**config.mk**
```make
export PLATFORM = sky130hd
export DESIGN_NAME = seg_scan_ctrl
export DESIGN_NICKNAME = d
export VERILOG_FILES = /design/src/rtl/seg_scan_ctrl.sv
export SDC_FILE = /design/constraint.sdc
export NUM_CORES = 1
export LEC_CHECK = 0
export ABC_AREA = 1
export CORE_MARGIN = 4
export CORE_UTILIZATION = 54
export DETAILED_ROUTE_END_ITERATION = 10
export GPL_TIMING_DRIVEN = 0
export PLACE_DENSITY = 0.77
export REMOVE_ABC_BUFFERS = 1
export SETUP_SLACK_MARGIN = 0.3
export SLEW_MARGIN = 20
export SYNTH_ARGS = -nofsm -noshare
export SYNTH_HDL_FRONTEND = slang
export SYNTH_SLANG_ARGS = --single-unit
```
**constraint.sdc**
```tcl
create_clock -name clk -period 1.6 [get_ports clk]
set_input_delay 0.16 -clock clk [delete_from_list [all_inputs] [get_ports clk]]
set_output_delay 0.16 -clock clk [all_outputs]
set_load 0.05 [all_outputs]
```
**src/rtl/seg_scan_ctrl.sv**
```systemverilog
// Four-digit BCD up/down counter with a prescaled step rate, driving a
// time-multiplexed digit scanner with optional blanking between digits.
module seg_scan_ctrl #(
    parameter int TICK_DIV  = 12000000,
    parameter int SCAN_DIV  = 10000,
    parameter int BLANK_CYC = 100
) (
    input  logic        clk,
    input  logic        rst_n,
    input  logic        run,
    input  logic        dir,
    input  logic        step,
    input  logic        clr,
    output logic [15:0] count_bcd,
    output logic [3:0]  digit_bcd,
    output logic [3:0]  digit_sel,
    output logic        blank,
    output logic        wrap
);

    localparam int PW   = $clog2(TICK_DIV);
    localparam int TMAX = (SCAN_DIV > BLANK_CYC) ? SCAN_DIV : BLANK_CYC;
    localparam int TW   = (TMAX > 1) ? $clog2(TMAX) : 1;

    localparam logic [PW-1:0] PRESC_LAST = PW'(TICK_DIV - 1);
    localparam logic [PW-1:0] PRESC_ONE  = PW'(1);
    localparam logic [TW-1:0] SHOW_LAST  = TW'(SCAN_DIV - 1);
    localparam logic [TW-1:0] BLANK_LAST = TW'((BLANK_CYC > 0) ? BLANK_CYC - 1 : 0);
    localparam logic [TW-1:0] TIMER_ONE  = TW'(1);

    typedef enum logic {
        S_SHOW  = 1'b0,
        S_BLANK = 1'b1
    } scan_state_e;

    logic [PW-1:0] presc_q, presc_d;
    logic [15:0]   count_q, count_d;
    logic          wrap_q, wrap_d;
    logic [3:0]    digit_q;
    logic          adv;
    logic [15:0]   count_step;
    logic          carry_out;

    scan_state_e   state_q;
    logic [TW-1:0] timer_q;
    logic [1:0]    k_q;
    logic [3:0]    digit_sel_q;
    logic          blank_q;

    // Returns {carry_out, next_value}; carry_out marks a 9999->0000 or 0000->9999 wrap.
    function automatic logic [16:0] bcd_step(input logic [15:0] v, input logic up);
        logic [15:0] r;
        logic        c;
        logic [3:0]  d;
        r = v;
        c = 1'b1;
        for (int i = 0; i < 4; i++) begin
            d = v[4*i +: 4];
            if (c) begin
                if (up) begin
                    if (d >= 4'd9) begin
                        r[4*i +: 4] = 4'd0;
                    end else begin
                        r[4*i +: 4] = d + 4'd1;
                        c = 1'b0;
                    end
                end else begin
                    if (d == 4'd0) begin
                        r[4*i +: 4] = 4'd9;
                    end else begin
                        r[4*i +: 4] = (d > 4'd9) ? 4'd9 : d - 4'd1;
                        c = 1'b0;
                    end
                end
            end
        end
        return {c, r};
    endfunction

    function automatic logic [3:0] one_hot(input logic [1:0] k);
        return 4'b0001 << k;
    endfunction

    // A manual step only counts while paused; while running, only the prescaler advances.
    assign adv = run ? (presc_q == PRESC_LAST) : step;
    assign {carry_out, count_step} = bcd_step(count_q, dir);

    always_comb begin
        // NOTE: every signal driven here gets a default first, so no path can infer a latch.
        presc_d = presc_q;
        count_d = count_q;
        wrap_d  = 1'b0;
        if (clr) begin
            presc_d = '0;
            count_d = 16'h0000;
        end else begin
            if (!run || presc_q == PRESC_LAST) begin
                presc_d = '0;
            end else begin
                presc_d = presc_q + PRESC_ONE;
            end
            if (adv) begin
                count_d = count_step;
                wrap_d  = carry_out;
            end
        end
    end

    always_ff @(posedge clk or negedge rst_n) begin
        if (!rst_n) begin
            presc_q <= '0;
            count_q <= 16'h0000;
            wrap_q  <= 1'b0;
            digit_q <= 4'h0;
        end else begin
            // NOTE: non-blocking assignments so every register samples pre-edge values.
            presc_q <= presc_d;
            count_q <= count_d;
            wrap_q  <= wrap_d;
            digit_q <= count_q[{k_q, 2'b00} +: 4];
        end
    end

    // Scan FSM; outputs are registered alongside the state transition.
    always_ff @(posedge clk or negedge rst_n) begin
        if (!rst_n) begin
            state_q     <= S_SHOW;
            timer_q     <= '0;
            k_q         <= 2'd0;
            digit_sel_q <= 4'b0001;
            blank_q     <= 1'b0;
        end else begin
            case (state_q)
                S_SHOW: begin
                    if (timer_q == SHOW_LAST) begin
                        timer_q <= '0;
                        if (BLANK_CYC == 0) begin
                            k_q         <= k_q + 2'd1;
                            digit_sel_q <= one_hot(k_q + 2'd1);
                            blank_q     <= 1'b0;
                        end else begin
                            state_q     <= S_BLANK;
                            digit_sel_q <= 4'b0000;
                            blank_q     <= 1'b1;
                        end
                    end else begin
                        timer_q <= timer_q + TIMER_ONE;
                    end
                end
                S_BLANK: begin
                    if (timer_q == BLANK_LAST) begin
                        timer_q     <= '0;
                        state_q     <= S_SHOW;
                        k_q         <= k_q + 2'd1;
                        digit_sel_q <= one_hot(k_q + 2'd1);
                        blank_q     <= 1'b0;
                    end else begin
                        timer_q <= timer_q + TIMER_ONE;
                    end
                end
                default: begin
                    state_q     <= S_SHOW;
                    timer_q     <= '0;
                    digit_sel_q <= one_hot(k_q);
                    blank_q     <= 1'b0;
                end
            endcase
        end
    end

    assign count_bcd = count_q;
    assign digit_bcd = digit_q;
    assign digit_sel = digit_sel_q;
    assign blank     = blank_q;
    assign wrap      = wrap_q;

endmodule

```
==> results_tabular.tex <==
\begin{tabular}{lr}
\hline
Metric & Value \\
\hline
\multicolumn{2}{l}{\textbf{Final layout}} \\
Share of post-route cells with drive strength above 1 & about two fifths \\
Fill cells & $\sim$450 \\
Ant diodes & 0 \\
Number of nets in the finished design & 742 \\
Synthesis-to-finish area growth & 43.9\% \\
\multicolumn{2}{l}{\textbf{Logic synthesis}} \\
Number of synthesized flops with an enable pin & 0 \\
Syn Inst Count & between 600 and 700 \\
Dominant cell by count in the synthesized netlist & sky130\_fd\_sc\_hd\_\_nand2\_1 \\
Syn\_area\_per\_cell & roughly 7.3 um2 \\
Unique masters post-synth & 32 \\
Area share of the largest cell type after synthesis & 37.7\% \\
Commonest register cell after synthesis & sky130\_fd\_sc\_hd\_\_dfrtp\_1 \\
Cell accounting for the most synthesized area & sky130\_fd\_sc\_hd\_\_dfrtp\_1 \\
Async set or reset register ratio after synthesis & 100\% \\
Portion of the post-synthesis area used by sequential elements & 38.3\% \\
Synthesis warning total & 0 \\
Most frequent cells after synthesis & sky130\_fd\_sc\_hd\_\_nand2\_1, sky130\_fd\_sc\_hd\_\_nand3\_1, sky130\_fd\_sc\_hd\_\_nor2\_1, sky130\_fd\_sc\_hd\_\_dfrtp\_1, sky130\_fd\_sc\_hd\_\_inv\_1 \\
Cell area after synthesis & 4390 um2 \\
Ranking of synthesized cells by area & sky130\_fd\_sc\_hd\_\_dfrtp\_1, sky130\_fd\_sc\_hd\_\_nand2\_1, sky130\_fd\_sc\_hd\_\_nand3\_1 \\
Flops \& latches, synth & 67 \\
\multicolumn{2}{l}{\textbf{Clock tree}} \\
Number of buffers added by the clock tree synthesis step & 9 \\
Clock transition time at the flip-flop clock pins of the worst setup and hold paths & $\sim$0.080 ns \\
Clk\_lat worst skew & around 0.36 ns \\
Cell chosen for the clock root & sky130\_fd\_sc\_hd\_\_clkbuf\_8 \\
Longest Clk Path Bufs & 2 \\
Number of clock sinks & 67 \\
Clock H-tree levels & 3 \\
CTS tree & built \\
\multicolumn{2}{l}{\textbf{Place}} \\
Detail Placement HPWL & $\sim$7000 um \\
Global placer's final weighted congestion & roughly 0.94 \\
Quantity of I/O buffers inserted on ports & 31 \\
\multicolumn{2}{l}{\textbf{Outcome}} \\
Outcome & finished with violations \\
Violations in the final reports & setup timing \\
\multicolumn{2}{l}{\textbf{Route}} \\
Detailed Route Iter0 Violations & roughly 560 \\
Vias/cell & 5.96 \\
Final antenna-violating net count & 0 \\
Number of DRC violations after detailed routing & 0 \\
Routed length per placed instance & 18.2 um \\
Vias post-DR & approximately 5,000 \\
1st-pass router iterations & 6 \\
Final WL & around 15,000 um \\
\multicolumn{2}{l}{\textbf{Global route}} \\
Total grt overflow & 0 \\
Global-route wire length before repair & $\sim$20,000 um \\
Initial antenna violation count & 0 \\
GR Util All Layers & about a quarter \\
Via count of the first global-routing pass & around 4,400 \\
Pin count of the biggest net entering global routing & 54 \\
\multicolumn{2}{l}{\textbf{Setup path}} \\
Sequence of cells on the critical path & inv\_2, ha\_4, nand2\_2, o21ai\_2, nand2\_2, nor2\_4, nand2\_4, nand2\_4, nand2\_4, nand2\_2, nand2\_1 \\
Max FO, Critical Path & 5 \\
Data arrival time at the worst-slack endpoint & a little under 2 ns \\
Category of the worst setup path capture point & register \\
Start-to-end type of the worst setup path & reg -> reg \\
Delay of the slowest cell on the worst path & $\sim$0.41 ns \\
Cell with the largest stage delay on the worst path & sky130\_fd\_sc\_hd\_\_dfrtp\_1 \\
Required time worst endpoint & 1.84 ns \\
Type of origin of the critical path & register \\
\multicolumn{2}{l}{\textbf{STA}} \\
Final worst setup slack & -0.129 ns \\
Unrepaired setup endpoints after global routing & yes \\
Count of final hold-check violations & 0 \\
Pins over their slew limit & 0 \\
Slew at the pin closest to its max-slew limit & 0.638 ns \\
Relative slew slack & between 50\% and 60\% \\
Minimum period implied by the final worst setup slack & about 1.7 ns \\
Share of the cycle needed by the critical path after routing & 108\% \\
Post-route clock skew & around 0.012 ns \\
Finish-stage setup viols & 9 \\
Setup TNS after final layout & -0.624 ns \\
Hold\_ws & between 0.15 and 0.2 ns \\
Fmax & 578 MHz \\
\multicolumn{2}{l}{\textbf{Floorplan}} \\
Core region area & $\sim$7800 um2 \\
Total I/O pin count & 32 \\
Height of the chip & 98.1 um \\
Total Die Area & between 9000 and 10,000 um2 \\
Width of the die & 98.1 um \\
Total number of placement rows & 32 \\
Initial cell density of the core & between 50\% and 60\% \\
\multicolumn{2}{l}{\textbf{Power and ir drop}} \\
Total power per unit cell area & between 600 and 700 nW/um2 \\
Leakage power total & 2.95 nW \\
Worst vdd ir & 0.000527 V \\
\multicolumn{2}{l}{\textbf{Hold path}} \\
Class of the tightest hold or removal check & in -> async \\
\multicolumn{2}{l}{\textbf{Job}} \\
Count of max-cap constraint violations & 0 \\
\hline
\end{tabular}
-- path summary, 6_finish.rpt --
| check | endpoint | slack (ns) | depth (start not counted) | start |
|---|---|---|---|---|
| min in group clk | digit_sel[0]$_DFFE_PN1P_ | 0.48 | 2 | digit_sel[0]$_DFFE_PN1P_ |
| min reg2reg | digit_sel[0]$_DFFE_PN1P_ | 0.48 | 2 | digit_sel[0]$_DFFE_PN1P_ |
| min | timer_q[12]$_DFF_PN0_ | 0.19 | 2 | rst_n |
| max reg2reg | count_bcd[13]$_DFFE_PN0P_ | -0.13 | 11 | count_bcd[5]$_DFFE_PN0P_ |
| max | count_bcd[13]$_DFFE_PN0P_ | -0.13 | 11 | count_bcd[5]$_DFFE_PN0P_ |
| max in group asynchronous | count_bcd[9]$_DFFE_PN0P_ | 0.85 | 3 | rst_n |
-- placed cells by master, fill, tap and decap left out, drive strengths merged, types with 9 or more instances in the layout --
cell type  netlist  layout
nand2          146     146
buf              9     100
nand3           86      86
nor2            82      82
dfrtp           66      66
inv             65      64
a21oi           24      24
nor3            20      20
o21ai           20      20
ha              20      20
nand4           17      17
xor2            16      16
clkbuf           2      12
nand3b           9       9
-- critical path, delay by kind of cell (launching register included) --
family / cells / cell delay, ns
buffers and inverters: 1 / 0.15
DFF: 1 / 0.41
and+or+nand+nor: 8 / 0.72
adders and majority gates: 1 / 0.15
AOI/OAI and AO/OA: 1 / 0.17
-- cell families after synthesis --
kind of cell / Yosys count / share of synthesized area (%)
flip-flops: 67 / 38.3
XOR/XNOR: 22 / 4.39
adder cells (fa/ha/maj): 20 / 5.71
AO/OA/AOI/OAI: 48 / 5.65
buffers and inverters: 78 / 7.13
AND/OR/NAND/NOR: 368 / 38.9
-- state kept, by name (all words and copies together) (netlist names) --
signal,flops
count_bcd,16
state_q,1
digit_sel,4
wrap,1
presc_q,24
blank,1
k_q,2
digit_bcd,4
timer_q,14
-- through the flow --
stage                     power, W  setup slack (ns)  cells  instance area (um2)  utilization (%)
after floorplan            0.00228            -0.446    592                 4320                -
after global placement     0.00249             -1.89    725                 4760             61.0
after detailed placement   0.00251             -1.03    726                 4790             61.3
after CTS                  0.00398           -0.0162    794                 5650             72.4
after global routing       0.00435            -0.165    823                 6310             80.8
final                      0.00419            -0.129    823                 6310             80.8
-- metal layers --
layer  vias to the layer above  GRT usage, %  part of all wire (%)
met2                       259          43.2                    51
met4                         0          10.2                   4.0
li1                       2208             -                     -
met5                         -             0                     0
met1                      2368          32.1                    38
met3                        66          4.93                   6.4
-- cell type report --
type | count | area, um2 | share of cell area (%)
clock buffers | 10 | 128 | 2.02
inverters | 67 | 273 | 4.32
flip-flops and latches | 67 | 1710 | 27.1
well taps | 102 | 128 | 2.02
clock inverters | 6 | 57.6 | 0.912
multi-input cells | 458 | 3050 | 48.3
repair buffers | 113 | 968 | 15.3
-- where the power goes --
group / internal [W] / leakage (nW) / switching, W
Sequential: 0.00174 / 0.872 / 0.0000739
Combinational: 0.000343 / 1.98 / 0.000598
Clock: 0.000710 / 0.0958 / 0.000728
Total: 0.00279 / 2.95 / 0.00140
-- repair_timing --
item                                    CTS  global route
endpoints found under the setup margin   91            77
hold buffers                              1             0
gates resized for setup                 216           138
hold endpoints to repair                 67             0
buffers inserted                         51            29
pin swaps                                34            41
(Power assumes the default switching activity.)
